### config.mk
export PLATFORM = sky130hd
export DESIGN_NAME = imem_boot_loader
export DESIGN_NICKNAME = d
export VERILOG_FILES = /design/src/rtl/imem_boot_loader.sv
export SDC_FILE = /design/constraint.sdc
export NUM_CORES = 1
export LEC_CHECK = 0
export ABC_AREA = 1
export BUFFER_PORTS_ARGS = -buffer_cell sky130_fd_sc_hd__buf_2
export CORE_UTILIZATION = 40
export CTS_CLUSTER_SIZE = 28
export DETAILED_ROUTE_END_ITERATION = 6
export GPL_TIMING_DRIVEN = 0
export PLACE_DENSITY = 0.65
export SLEW_MARGIN = 20
export SYNTH_ARGS = -nofsm -noshare
export SYNTH_HDL_FRONTEND = slang
export SYNTH_SLANG_ARGS = --single-unit
### constraint.sdc
create_clock -name clk -period 1.6 [get_ports clk]
set_input_delay 0.08 -clock clk [delete_from_list [all_inputs] [get_ports clk]]
set_output_delay 0.08 -clock clk [all_outputs]
set_load 0.01 [all_outputs]
### src/rtl/imem_boot_loader.sv
// Streams a program into the 128x32 instruction memory, pads the rest with FILL_WORD, then releases the CPU.
// Latency: the write port is registered (word appears the cycle after its transfer); cpu_run rises one cycle after the final write.
// Backpressure: load_ready is high only in LOAD and depends on state alone; gaps in load_valid simply stall the load.
//
// Ports:
//   clk, reset (async, active-low)   clock / reset
//   start                            pulse: begin a (re)load from IDLE, RUN or ERROR
//   load_valid/load_ready            word handshake; load_data + load_last qualified by it
//   mem_we/mem_waddr/mem_wdata       registered instruction-memory write port
//   cpu_run, busy, overflow          status; overflow is held until the next start
//   word_count                       words accepted in the current/last load (0..DEPTH)
module imem_boot_loader #(
    parameter int            DEPTH     = 128,
    parameter int            AW        = 7,
    parameter int            DW        = 32,
    parameter logic [DW-1:0] FILL_WORD = {DW{1'b0}}
) (
    input  logic          clk,
    input  logic          reset,
    input  logic          start,
    input  logic          load_valid,
    output logic          load_ready,
    input  logic [DW-1:0] load_data,
    input  logic          load_last,
    output logic          mem_we,
    output logic [AW-1:0] mem_waddr,
    output logic [DW-1:0] mem_wdata,
    output logic          cpu_run,
    output logic          busy,
    output logic          overflow,
    output logic [AW:0]   word_count
);

    typedef enum logic [2:0] {
        S_IDLE,
        S_LOAD,
        S_FILL,
        S_RUN,
        S_ERROR
    } state_t;

    localparam logic [AW-1:0] LAST_ADDR = AW'(DEPTH - 1);
    localparam logic [AW:0]   MAX_COUNT = (AW + 1)'(DEPTH);

    state_t        state_q, state_d;
    logic [AW-1:0] ptr_q, ptr_d;
    logic [AW:0]   cnt_q, cnt_d;
    logic          we_q, we_d;
    logic [AW-1:0] waddr_q, waddr_d;
    logic [DW-1:0] wdata_q, wdata_d;
    logic          run_q, run_d;

    logic xfer;
    logic at_end;

    // load_ready is decoded from state only, so the transfer never loops back through load_valid.
    assign xfer   = (state_q == S_LOAD) && load_valid;
    assign at_end = (ptr_q == LAST_ADDR);

    // ---------------------------------------------------------------- state register
    always_ff @(posedge clk or negedge reset) begin
        if (!reset) begin
            state_q <= S_IDLE;
        end else begin
            state_q <= state_d;
        end
    end

    // ---------------------------------------------------------------- next state
    always_comb begin
        state_d = state_q;
        case (state_q)
            S_IDLE:  if (start) state_d = S_LOAD;
            S_LOAD: begin
                // start is deliberately not looked at here: a reload cannot interrupt a load.
                if (xfer) begin
                    if (load_last)   state_d = at_end ? S_RUN : S_FILL;
                    else if (at_end) state_d = S_ERROR;
                end
            end
            S_FILL:  if (at_end) state_d = S_RUN;
            S_RUN:   if (start) state_d = S_LOAD;
            S_ERROR: if (start) state_d = S_LOAD;
            default: state_d = S_IDLE;
        endcase
    end

    // ---------------------------------------------------------------- outputs
    always_comb begin
        load_ready = (state_q == S_LOAD);
        busy       = (state_q == S_LOAD) || (state_q == S_FILL);
        overflow   = (state_q == S_ERROR);
        // The state reaches RUN in the same cycle the final write is on the port; registering
        // "in RUN and staying there" delays cpu_run by one cycle and drops it the cycle after start.
        run_d      = (state_q == S_RUN) && (state_d == S_RUN);
    end

    // ---------------------------------------------------------------- datapath next state
    always_comb begin
        ptr_d   = ptr_q;
        cnt_d   = cnt_q;
        we_d    = 1'b0;
        waddr_d = waddr_q;
        wdata_d = wdata_q;
        case (state_q)
            S_IDLE, S_RUN, S_ERROR: begin
                if (start) begin
                    ptr_d = '0;
                    cnt_d = '0;
                end
            end
            S_LOAD: begin
                if (xfer) begin
                    we_d    = 1'b1;
                    waddr_d = ptr_q;
                    wdata_d = load_data;
                    ptr_d   = ptr_q + AW'(1);
                    if (cnt_q != MAX_COUNT) cnt_d = cnt_q + (AW + 1)'(1);
                end
            end
            S_FILL: begin
                we_d    = 1'b1;
                waddr_d = ptr_q;
                wdata_d = FILL_WORD;
                ptr_d   = ptr_q + AW'(1);
            end
            default: begin
                ptr_d = ptr_q;
            end
        endcase
    end

    // ---------------------------------------------------------------- datapath registers
    always_ff @(posedge clk or negedge reset) begin
        if (!reset) begin
            ptr_q   <= '0;
            cnt_q   <= '0;
            we_q    <= 1'b0;
            waddr_q <= '0;
            wdata_q <= '0;
            run_q   <= 1'b0;
        end else begin
            ptr_q   <= ptr_d;
            cnt_q   <= cnt_d;
            we_q    <= we_d;
            waddr_q <= waddr_d;
            wdata_q <= wdata_d;
            run_q   <= run_d;
        end
    end

    assign mem_we     = we_q;
    assign mem_waddr  = waddr_q;
    assign mem_wdata  = wdata_q;
    assign cpu_run    = run_q;
    assign word_count = cnt_q;

endmodule

-- After elaboration in Yosys (flattened, before gate mapping)
Cells that the tools add are included.
- add/subtract/negate cells: 2
- equality and inequality tests: 10
- multiplexer cells: 20
- reductions and logical operators: 11
- operators with widths (kind ; count):
    $pmux W32 S2 ; 1
    $mux W32 ; 1
    $mux W8 ; 3
    $mux W7 ; 3
    $pmux W7 S3 ; 1
    $pmux W8 S2 ; 1
    $mux W3 ; 5
    $pmux W7 S2 ; 1
    $eq A3 B2 Y1 const B ; 3
    $pmux W3 S3 ; 1
    $add A8 B1 Y8 const B ; 1
    $ne A8 B8 Y1 const B ; 1
    $add A7 B1 Y7 const B ; 1
    $eq A7 B7 Y1 const B ; 1
    $ne A2 B1 Y1 const B ; 3
    $reduce_and A4 Y1 ; 1
    $reduce_bool A2 Y1 ; 2
    $eq A3 B1 Y1 const B ; 1
    $eq A3 B3 Y1 const B ; 1
    $logic_not A3 Y1 ; 1
    $reduce_and A3 Y1 ; 1
    $reduce_bool A3 Y1 ; 1
    $reduce_or A3 Y1 ; 1
    $logic_and A1 B1 Y1 ; 2
    other kinds (4) ; 5
- flip-flop bits (word level): 59
- bits of input ports: 37
- output and inout port bits: 52
- word-level logic and storage cells: 50

-- Longest topological paths before layout
- depth in word-level cells: 7
- gate-level depth with buffers: 9
- mapped depth without buffers: 9

-- Worst setup path before layout
Ideal clock, no wire load.
- path type: flip-flop to flip-flop
- start point: register state_q[2]
- end point: register ptr_q[0]
- library setup time: 0.076 ns
- data arrival time: 1.232 ns
- data required time: 1.524 ns
- slack: 0.291 ns
- stages on the path, launching flop included: 7
- buffers on the path: 1
- clock period less this slack: 1.309 ns
- cell sequence: dfrtp_1 > nor3_4 > nand2_1 > nand3_2 > buf_4 > nand2_1 > o21ai_1
- word-level cells in the longest chain between the ends: 4
- elaborated cells between the ends (all ways): 12
- classes of those cells: eq/ne: 6; mux: 1; reduce/logical: 5
- RTL lines (what ; line ; RTL):
    start: declaration ; 45 ; state_t state_q, state_d;
    start signal: assignment ; 65 ; state_q <= state_d;
    $eq A3 B1 Y1 * ; -- ;
    named net load_ready ; 22 ; output logic load_ready,
    $logic_and A1 B1 Y1 ; 57 ; assign xfer = (state_q == S_LOAD) && load_valid;
    $ne A2 B1 Y1 (no source line) ; -- ;
    $reduce_and A3 Y1 (no source line) ; -- ;
    end signal: assignment ; 143 ; ptr_q <= ptr_d;
    end: declaration ; 46 ; logic [AW-1:0] ptr_q, ptr_d;
Mark *: on every way through the listed nets, which the timed path passes. The rest lies on a longest branch.
A chain may end at the register's enable or synchronous reset.

-- Worst setup path after layout
- start point: register cnt_q[1] (netlist: word_count[1])
- end point: register cnt_q[0] (netlist: word_count[0])
- word-level cells in the longest chain between the ends: 3
- RTL lines (what ; line ; RTL):
    start: declaration ; 47 ; logic [AW:0] cnt_q, cnt_d;
    start signal: assignment ; 144 ; cnt_q <= cnt_d;
    $ne A8 B8 Y1 ; 118 ; if (cnt_q != MAX_COUNT) cnt_d = cnt_q + (AW + 1)'(1);
    $ne A2 B1 Y1 (no source line) ; -- ;
    $reduce_and A4 Y1 (no source line) ; -- ;
No other way between the ends.

==> flow_metrics.tcl <==
set metrics [dict create \
    result_of_the_run "complete, no violations" \
    switching_power_uw 2380 \
    design.core.area_um2 6490 \
    drcViolationCount 0 \
    setup_viol 0 \
    diodes 0 \
    post_route_wl_um 6600 \
    startpoint_type "flop" \
    cp_slowest_cell "sky130_fd_sc_hd__dfrtp_1" \
    syn-cell-area_um2 2760 \
    power_frac_seq 0.375 \
    synthesis.instances 336 \
    layout.core_utilization 0.591 \
    cts.root.buffer_cell "sky130_fd_sc_hd__clkbuf_8" \
    worstMarginPinSlew_ns 0.743 \
    num_vias 2548 \
    synth.yosys.seq_area_share 0.534 \
    tritoncts_buffers 9 \
    endpoint_kind "flop" \
    power_report.internal_total_uw 3640 \
    worst_path_dominant_cell_family "simple AND/OR/NAND/NOR gates" \
    layout_common_cells "168 x sky130_fd_sc_hd__nand2_1, 90 x sky130_fd_sc_hd__buf_2, 57 x sky130_fd_sc_hd__dfrtp_1, 33 x sky130_fd_sc_hd__dlygate4sd3_1, 18 x sky130_fd_sc_hd__inv_1" \
    final-instance-count-excl-fill 552 \
    overflow 0 \
    mostFrequentLayoutCell "sky130_fd_sc_hd__nand2_1" \
    highest_clock_rate_ghz 0.674 \
    cp.required_ns 1.87 \
    maxCapViolations 0 \
    critPathMostFrequentCell "sky130_fd_sc_hd__nand2_1" \
    yosys_warnings 0 \
    fp.dieH_um 85.1 \
    path_max_fanout 9 \
    total_power_uw 6020 \
    gp_routability_congestion 0.818 \
    critPathKind "reg -> reg" \
    placementRows 29 \
    clock_power_share 0.209 \
    synth.distinct_cells 27 \
    final_net_count 511 \
    ys_ff_latch 59 \
    cts_max_path_buffers 2 \
    leak_pwr_uw 0.00221 \
    die_area_um2 7250 \
    drt-pass1-iter-count 4 \
    placement.io_buffers 88 \
    grt_antenna_before_repair 0 \
    areaGrowthSynthToFinish_pct 39.0 \
    final_layout_worst_hold_slack_ns 0.0555 \
    postRouteAntennaNets 0 \
    combPwrFrac 0.416 \
    critPathMaxStageDelay_ns 0.41 \
    grt_max_degree 60 \
    hpwl_um 4270 \
    power-per-cell-area_nw_per_um2 1570 \
    cts_max_level 3 \
    first_pass_grt_wire_length_um 11400 \
    wire_per_inst_um 12.0 \
    io_pins 89 \
    track_usage 0.202 \
    worst-endpoint-arrival_ns 1.75 \
    grt_pass1_vias 2510 \
    finalCritPeriodShare 0.927 \
    timing_hold_violations_final 0 \
    worst_skew_pair.late_latency_ns 0.33 \
    path_cells "inv_1, ha_1, nand3_1, nor2_1, nand2_1, nand2_2, nor2_4, nand2_1, nand2_1" \
    hold_path_class "in -> reg" \
    drive_above_1_share 0.280 \
    synthesis.area_per_instance_um2 8.23 \
    period_needed_ns 1.48 \
    max_slew_margin 0.505 \
    cts.reportedPaths.clkPinSlew_ns 0.06 \
    drt_iter0_markers 88 \
    crit_buf_inv 1 \
    power_switching_share 0.396 \
    timing_max_transition_violations_final 0 \
    initial_utilization 0.426 \
    routed_via_density 4.62 \
    synth.net_count 376 \
    die_width_um 85.1 \
    cts_tree "done" \
    dpl_worst_slack_ns 0.0997 \
    finClkSkew_ns 0.00512 \
    cts_sinks 59 \
    numPlacedInstances 501 \
    setup_slack_ns 0.116 \
    maximum_ir_drop_on_the_vdd_rail_v 0.000669 \
]
[metrics by stage]
stage	TNS, ns	area (µm²)
2_1_floorplan	0	2760
3_3_place_gp	0	3300
3_5_place_dp	0	3300
4_1_cts	0	3810
5_1_grt	-0.000717	3840
6_report	0	3840
[worst reg2reg max path: stages (launching register included)]
cell and delay (ns):
sky130_fd_sc_hd__dfrtp_1 0.41, sky130_fd_sc_hd__inv_1 0.08, sky130_fd_sc_hd__ha_1 0.18, sky130_fd_sc_hd__nand3_1 0.08, sky130_fd_sc_hd__nor2_1 0.05, sky130_fd_sc_hd__nand2_1 0.06, sky130_fd_sc_hd__nand2_2 0.14, sky130_fd_sc_hd__nor2_4 0.26
sky130_fd_sc_hd__nand2_1 0.09, sky130_fd_sc_hd__nand2_1 0.08
[synth_stat cells (all sizes together)]
cell / instances / share of area
nand2: 175 / 0.25
dfrtp: 59 / 0.53
inv: 23 / 0.031
nor2: 19 / 0.041
nand3: 14 / 0.027
o21ai: 12 / 0.022
buf: 9 / 0.022
o21bai: 8 / 0.022
ha: 3 / 0.014
a21oi: 2 / 0.0036
nand3b: 2 / 0.0054
nand4: 2 / 0.0045
nor3b: 2 / 0.0054
xnor2: 2 / 0.0063
xor2: 2 / 0.0063
a21boi: 1 / 0.0027
nor3: 1 / 0.0059
[registers in the layout, indices dropped and copies added, names as in the netlist]
name,count
mem_waddr,7
word_count,8
mem_wdata,32
state_q,3
ptr_q,7
mem_we,1
cpu_run,1
[final timing paths]
kind / startpoint / endpoint / slack [ns] / cells past startpoint
min in group asynchronous: reset / mem_wdata[29]$_DFFE_PN0P_ / 0.35 / 2
max in group asynchronous: reset / state_q[2]$_DFF_PN0_ / 0.71 / 2
hold / removal: start / state_q[2]$_DFF_PN0_ / 0.06 / 4
setup / recovery: word_count[1]$_DFFE_PN0P_ / word_count[0]$_DFFE_PN0P_ / 0.12 / 9
setup reg to reg: word_count[1]$_DFFE_PN0P_ / word_count[0]$_DFFE_PN0P_ / 0.12 / 9
hold reg to reg: mem_wdata[16]$_DFFE_PN0P_ / mem_wdata[16]$_DFFE_PN0P_ / 0.47 / 2
[power groups by stage]
stage,Combinational [µW],Sequential (µW),Clock [µW]
finish,2500,2250,1260
global route,2810,2330,1360
CTS,2470,2250,1310
detailed placement,2390,2270,0
global placement,2360,2250,0
floorplan,1310,2470,0
[cell families (layout without fill, tap and decap cells)]
| logic type | after synthesis | count (layout) | share of synthesized area |
|---|---|---|---|
| AND/OR/NAND/NOR | 215 | 215 | 0.336 |
| flip-flops | 59 | 59 | 0.534 |
| buffers and inverters | 32 | 171 | 0.0534 |
| AO/OA/AOI/OAI | 23 | 23 | 0.0498 |
| XOR/XNOR | 4 | 4 | 0.0127 |
| adder cells (fa/ha/maj) | 3 | 3 | 0.0136 |
[layer usage]
metal  global-route usage  vias to the layer above  wire length [µm]  share of wire
met1                0.249                     1156              3050           0.46
met2                0.343                       71              3110           0.47
li1                     -                     1309                 -              -
met5                    0                        -                 0              0
met3               0.0399                       12               308          0.047
met4               0.0955                        0               126          0.019
[cell type report]
cell class / instances / area (µm²)
multi-input combinational: 245 / 1140
clock inverter: 3 / 40.0
fill: 577 / 2650
timing repair buffer: 124 / 796
inverter: 23 / 86.3
tap: 77 / 96.3
sequential: 59 / 1480
clock buffer: 12 / 135
buffer: 9 / 63.8
[repair_timing]
item                                    CTS  global route
gates resized for setup                   1             4
pin swaps                                 0             3
endpoints found under the setup margin    1             7
hold endpoints to repair                 91             0
setup buffers                             0             3
hold buffers                             33             0
Note: power is estimated with default switching activity, not from simulation.
